$ cat src/rtl/npc_ctrl.sv
// Fetch-stage next-PC sequencer: owns the PC, selects sequential/branch/jump/register
// targets and parks a redirect that arrives during a stall. Option: NPC_ALIGN_CHECK_EN.
module npc_ctrl #(
    parameter logic [31:0] RESET_PC = 32'h0000_3000
) (
    input  logic        clk,
    input  logic        reset,
    input  logic        stall,
    input  logic [31:0] d_pc,
    input  logic        br_valid,
    input  logic        br_taken,
    input  logic [31:0] br_offset,
    input  logic        j_valid,
    input  logic [25:0] j_index,
    input  logic        jr_valid,
    input  logic [31:0] jr_target,
    output logic [31:0] pc,
    output logic [31:0] pc_plus4,
    output logic        redirect_pend,
    output logic        err_align
);

    typedef enum logic [1:0] {RUN, HOLD, HOLD_PEND} state_t;

    state_t      state_reg;
    logic [31:0] pc_reg;
    logic [31:0] pend_tgt_reg;
    logic        redirect_pend_reg;

    logic [31:0] d_pc_plus4;
    logic [31:0] br_tgt;
    logic [31:0] j_tgt;
    logic [31:0] jr_tgt;
    logic [31:0] rq_tgt;
    logic        rq;

    assign d_pc_plus4 = d_pc + 32'd4;
    // Shifting the whole offset left by two equals appending 2'b00 to bits [29:0].
    assign br_tgt     = d_pc_plus4 + (br_offset << 2);
    assign j_tgt      = {d_pc_plus4[31:28], j_index, 2'b00};

`ifdef NPC_ALIGN_CHECK_EN
    logic rq_mis;
    logic pend_mis_reg;
    logic err_align_reg;

    assign jr_tgt    = jr_target & 32'hFFFF_FFFC;
    assign rq_mis    = jr_valid & (jr_target[1:0] != 2'b00);
    assign err_align = err_align_reg;
`else
    assign jr_tgt    = jr_target;
    assign err_align = 1'b0;
`endif

    assign rq     = jr_valid | j_valid | (br_valid & br_taken);
    assign rq_tgt = jr_valid ? jr_tgt : (j_valid ? j_tgt : br_tgt);

    always_ff @(posedge clk) begin
        if (reset) begin
            state_reg         <= RUN;
            pc_reg            <= RESET_PC;
            pend_tgt_reg      <= 32'd0;
            redirect_pend_reg <= 1'b0;
`ifdef NPC_ALIGN_CHECK_EN
            pend_mis_reg      <= 1'b0;
            err_align_reg     <= 1'b0;
`endif
        end else begin
            case (state_reg)
                RUN, HOLD: begin
                    if (!stall) begin
                        pc_reg    <= rq ? rq_tgt : pc_reg + 32'd4;
                        state_reg <= RUN;
`ifdef NPC_ALIGN_CHECK_EN
                        if (rq && rq_mis)
                            err_align_reg <= 1'b1;
`endif
                    end else if (rq) begin
                        pend_tgt_reg      <= rq_tgt;
                        redirect_pend_reg <= 1'b1;
                        state_reg         <= HOLD_PEND;
`ifdef NPC_ALIGN_CHECK_EN
                        pend_mis_reg      <= rq_mis;
`endif
                    end else begin
                        state_reg <= HOLD;
                    end
                end
                HOLD_PEND: begin
                    // The frozen decode instruction re-presents its request; only the parked copy counts.
                    if (!stall) begin
                        pc_reg            <= pend_tgt_reg;
                        redirect_pend_reg <= 1'b0;
                        state_reg         <= RUN;
`ifdef NPC_ALIGN_CHECK_EN
                        if (pend_mis_reg)
                            err_align_reg <= 1'b1;
`endif
                    end
                end
                default: begin
                    state_reg         <= RUN;
                    redirect_pend_reg <= 1'b0;
                end
            endcase
        end
    end

    assign pc            = pc_reg;
    assign pc_plus4      = pc_reg + 32'd4;
    assign redirect_pend = redirect_pend_reg;

endmodule

$ cat config.mk
export PLATFORM = sky130hd
export DESIGN_NAME = npc_ctrl
export DESIGN_NICKNAME = d
export VERILOG_FILES = /design/src/rtl/npc_ctrl.sv
export SDC_FILE = /design/constraint.sdc
export NUM_CORES = 1
export LEC_CHECK = 0
export ABC_AREA = 1
export BUFFER_PORTS_ARGS = -buffer_cell sky130_fd_sc_hd__buf_2
export CORE_MARGIN = 2
export CORE_UTILIZATION = 37
export CTS_BUF_LIST = sky130_fd_sc_hd__clkbuf_16
export CTS_CLUSTER_SIZE = 25
export DETAILED_ROUTE_END_ITERATION = 7
export PLACE_DENSITY_LB_ADDON = 0.1
export SETUP_SLACK_MARGIN = 0.3
export SYNTH_ARGS = -nofsm -noshare
export SYNTH_HDL_FRONTEND = slang
export SYNTH_SLANG_ARGS = --single-unit
$ cat constraint.sdc
create_clock -name clk -period 4.4 [get_ports clk]
set_input_delay 1.1 -clock clk [delete_from_list [all_inputs] [get_ports clk]]
set_output_delay 1.1 -clock clk [all_outputs]
set_load 0.03 [all_outputs]
==> impl_metrics.ini <==
[yosys]
ys_seq_area_frac = 0.188
synth_cell_types = 45
synth_top_flop_cell = dfxtp_1
postSynthAreaPerCell_um2 = 5.73
synth.net_count = 1408
syn_area_um2 = 7120
synth-seq-cells = 67
synth_compound_area_frac = 0.197
yosys_warnings = 0
synth_enable_flop_cells = 0
synthSimpleGateAreaFrac = 0.356
postSynthCellCount = 1242
synth_fa_ha_area_frac = 0.0661
synth_top_family_by_area = simple AND/OR/NAND/NOR gates
synth_xor_area_frac = 0.0613
yosys-mux-area-fraction = 0
synthArstFlopShare = 0

[cells_and_area]
final_util = 0.464
n_antenna_cell = 0
final_area_um2 = 8710
drive_gt1_frac = 0.174
syn2layout_area_growth_pct = 22.3
area.sequential_um2 = 1340
fill_cells = 2155
multi_input_area_um2 = 4870
instances_no_fill = 1666
nets = 1593

[floorplanning]
die_y_um = 143
start_util = 0.379
rows = 50
io_pins = 195
die_area_um2 = 20400
coreArea_um2 = 18800
die_x_um = 143

[power]
ir_worst_vdd_mv = 0.166
leakagePower_nw = 4.78
p_per_area_nw_per_um2 = 275

[global_route]
grt_max_degree = 41
antenna_found_initial = 0
grt_pass1_wl_um = 39300
grt-ovfl-total = 0
grt_use_total = 0.246
grt_pass1_vias = 7562

[drt]
via_per_inst = 4.97
ant_nets = 0
vias = 8287
post-route-drc-count = 0
wire_per_inst_um = 15.1
drt_iter0_drc = 520
firstDrtPassIters = 6
wl_um = 25200

[clock_network]
cts_root_buffer = clkbuf_16
cts_buffer_depth = 2
clock-sinks = 67
tritoncts = done
cts.repair.resized = 0
clk-insertion-delay-late_ns = 0.34
cts_hold_buf = 0
cts_buffers = 9
postCtsSetupBuffers = 0
htree_levels = 3
clkSlewWorstSetupHoldPaths_ns = 0.05

[place]
io_buffers = 191
finalWeightedCongestion = 0.972
place.detailed.hpwl_um = 21000
dp_cells = 1650
dpl_cell_area_um2 = 8360
pre_cts_slack_ns = 0.232

[flow_run]
cap_violations = 0

[setup_path]
cp_num_buf_inv = 4
endpoint_kind = register
crit_type = input pin to register
cp_data_arrival_time_ns = 3.94
cp_max_fo = 5
path_common_cell = nand2_1
crit_path_max_incr_delay_ns = 0.38
cp_top_family = simple AND/OR/NAND/NOR gates
required_ns = 4.62
cp_slowest_cell = ha_1
startpoint_type = input pin
path_cells = buf_2, nand3_1, inv_1, nand4_1, nor2_2, nand3_1, nand3b_1, xor2_1, inv_1, ha_1, nand2_1, nor2_1, nand2_1, nor2_1, nand2_1, nand2_1, nand2_1, nand3_1, nand2_1, o21ai_0, inv_1

[outcome]
status = finished, final reports clean

[timing]
fin_tns_setup_ns = 0
final-hold-violation-count = 0
rsz0062_at_grt = no
max_slew_margin = 0.237
fmax_mhz = 269
fin_crit_sh = 0.845
fin_crit_ns = 3.72
tightest_slew_ns = 1.14
worst_slack_ns = 0.682
slew_violations = 0
finalSetupViolCount = 0
fin_worst_skew_ns = 0.00728

[hold_path]
hold_class = register to register
==> power breakdown <==
group	switching, mW	internal, mW	leakage (nW)
Clock	0.263	0.547	0.168
Combinational	0.575	0.294	4.06
Sequential	0.0509	0.662	0.555
==> layer usage <==
| metal | GRT usage | part of all wire | up-vias |
|---|---|---|---|
| met5 | 0 | 0 | - |
| met4 | 0.0818 | 0.027 | 0 |
| met3 | 0.0248 | 0.043 | 37 |
| met2 | 0.416 | 0.45 | 242 |
| met1 | 0.328 | 0.47 | 3643 |
| li1 | - | - | 4365 |
==> per-stage QoR <==
step	hold slack, ns	power (mW)
6_report	0.496	2.39
4_1_cts	0.496	2.40
3_3_place_gp	0.473	1.59
2_1_floorplan	0.455	1.30
5_1_grt	0.512	2.54
3_5_place_dp	0.483	1.59
==> final timing paths <==
path / slack (ns) / cells past startpoint / end / from
setup reg to reg: 2.22 / 12 / pc[26] / pc[2]
hold / removal: 0.50 / 2 / pend_tgt_reg[26] / pend_tgt_reg[26]
hold reg to reg: 0.50 / 2 / pend_tgt_reg[26] / pend_tgt_reg[26]
setup / recovery: 0.68 / 21 / pend_tgt_reg[28] / d_pc[2]
==> layout make-up <==
type,count,share of cell area
Multi-Input combinational cell,932,0.559
Sequential cell,67,0.154
Timing Repair Buffer,210,0.126
Inverter,207,0.0892
Tap cell,234,0.0336
Clock buffer,9,0.0259
Clock inverter,7,0.0124
==> cell usage after synthesis (2+ instances only) <==
library cell    n  area [um2]
nand2_1       344        1290
inv_1         203         762
nor2_1        114         428
a21oi_1       104         521
o21ai_0        86         430
nand3_1        70         350
dfxtp_1        67        1340
ha_1           36         450
xor2_1         31         272
clkbuf_1       23        86.3
nand4_1        21         131
a22o_1         19         166
nor3_1         17        85.1
xnor2_1        17         149
a22oi_1        10        75.1
o21bai_1       10        75.1
buf_2           7        35.0
nand3b_1        7        52.6
a31oi_1         6        37.5
o211ai_1        6        45.0
nor2_2          5        31.3
buf_1           3        11.3
buf_4           3        22.5
clkinv_1        3        11.3
nor3_2          3        30.0
a221oi_1        2        17.5
and2_1          2        12.5
and3_1          2        12.5
nand2_4         2        22.5
nor2_4          2        22.5
nor4_1          2        12.5
or2_2           2        12.5
==> worst register-to-register path, stage by stage (launching register included) <==
cell and delay, ns:
dfxtp_1 0.45, ha_1 0.24, nand3_2 0.14, nor3_4 0.30
nand2_4 0.10, nor2_4 0.15, nand2_2 0.10, o21ai_0 0.21
nand3_1 0.14, nand2_1 0.08, inv_1 0.04, nand2_1 0.05
a21oi_1 0.05
==> cell families (layout without fill, tap and decap cells) <==
| logic type | after synthesis | count (layout) |
|---|---|---|
| flops | 67 | 67 |
| other cells | 1 | 1 |
| fa+ha+maj | 37 | 37 |
| simple gates | 597 | 597 |
| buf+inv | 243 | 433 |
| xor+xnor | 49 | 49 |
| compound gates | 248 | 248 |
==> placed cells by master, fill, tap and decap left out, types with 21 or more instances in the layout <==
cell,Yosys,final
nand2_1,344,344
inv_1,203,204
buf_2,7,191
nor2_1,114,111
a21oi_1,104,103
o21ai_0,86,86
nand3_1,70,70
dfxtp_1,67,67
ha_1,36,36
xor2_1,31,31
nand4_1,21,21
(Power assumes the default switching activity.)
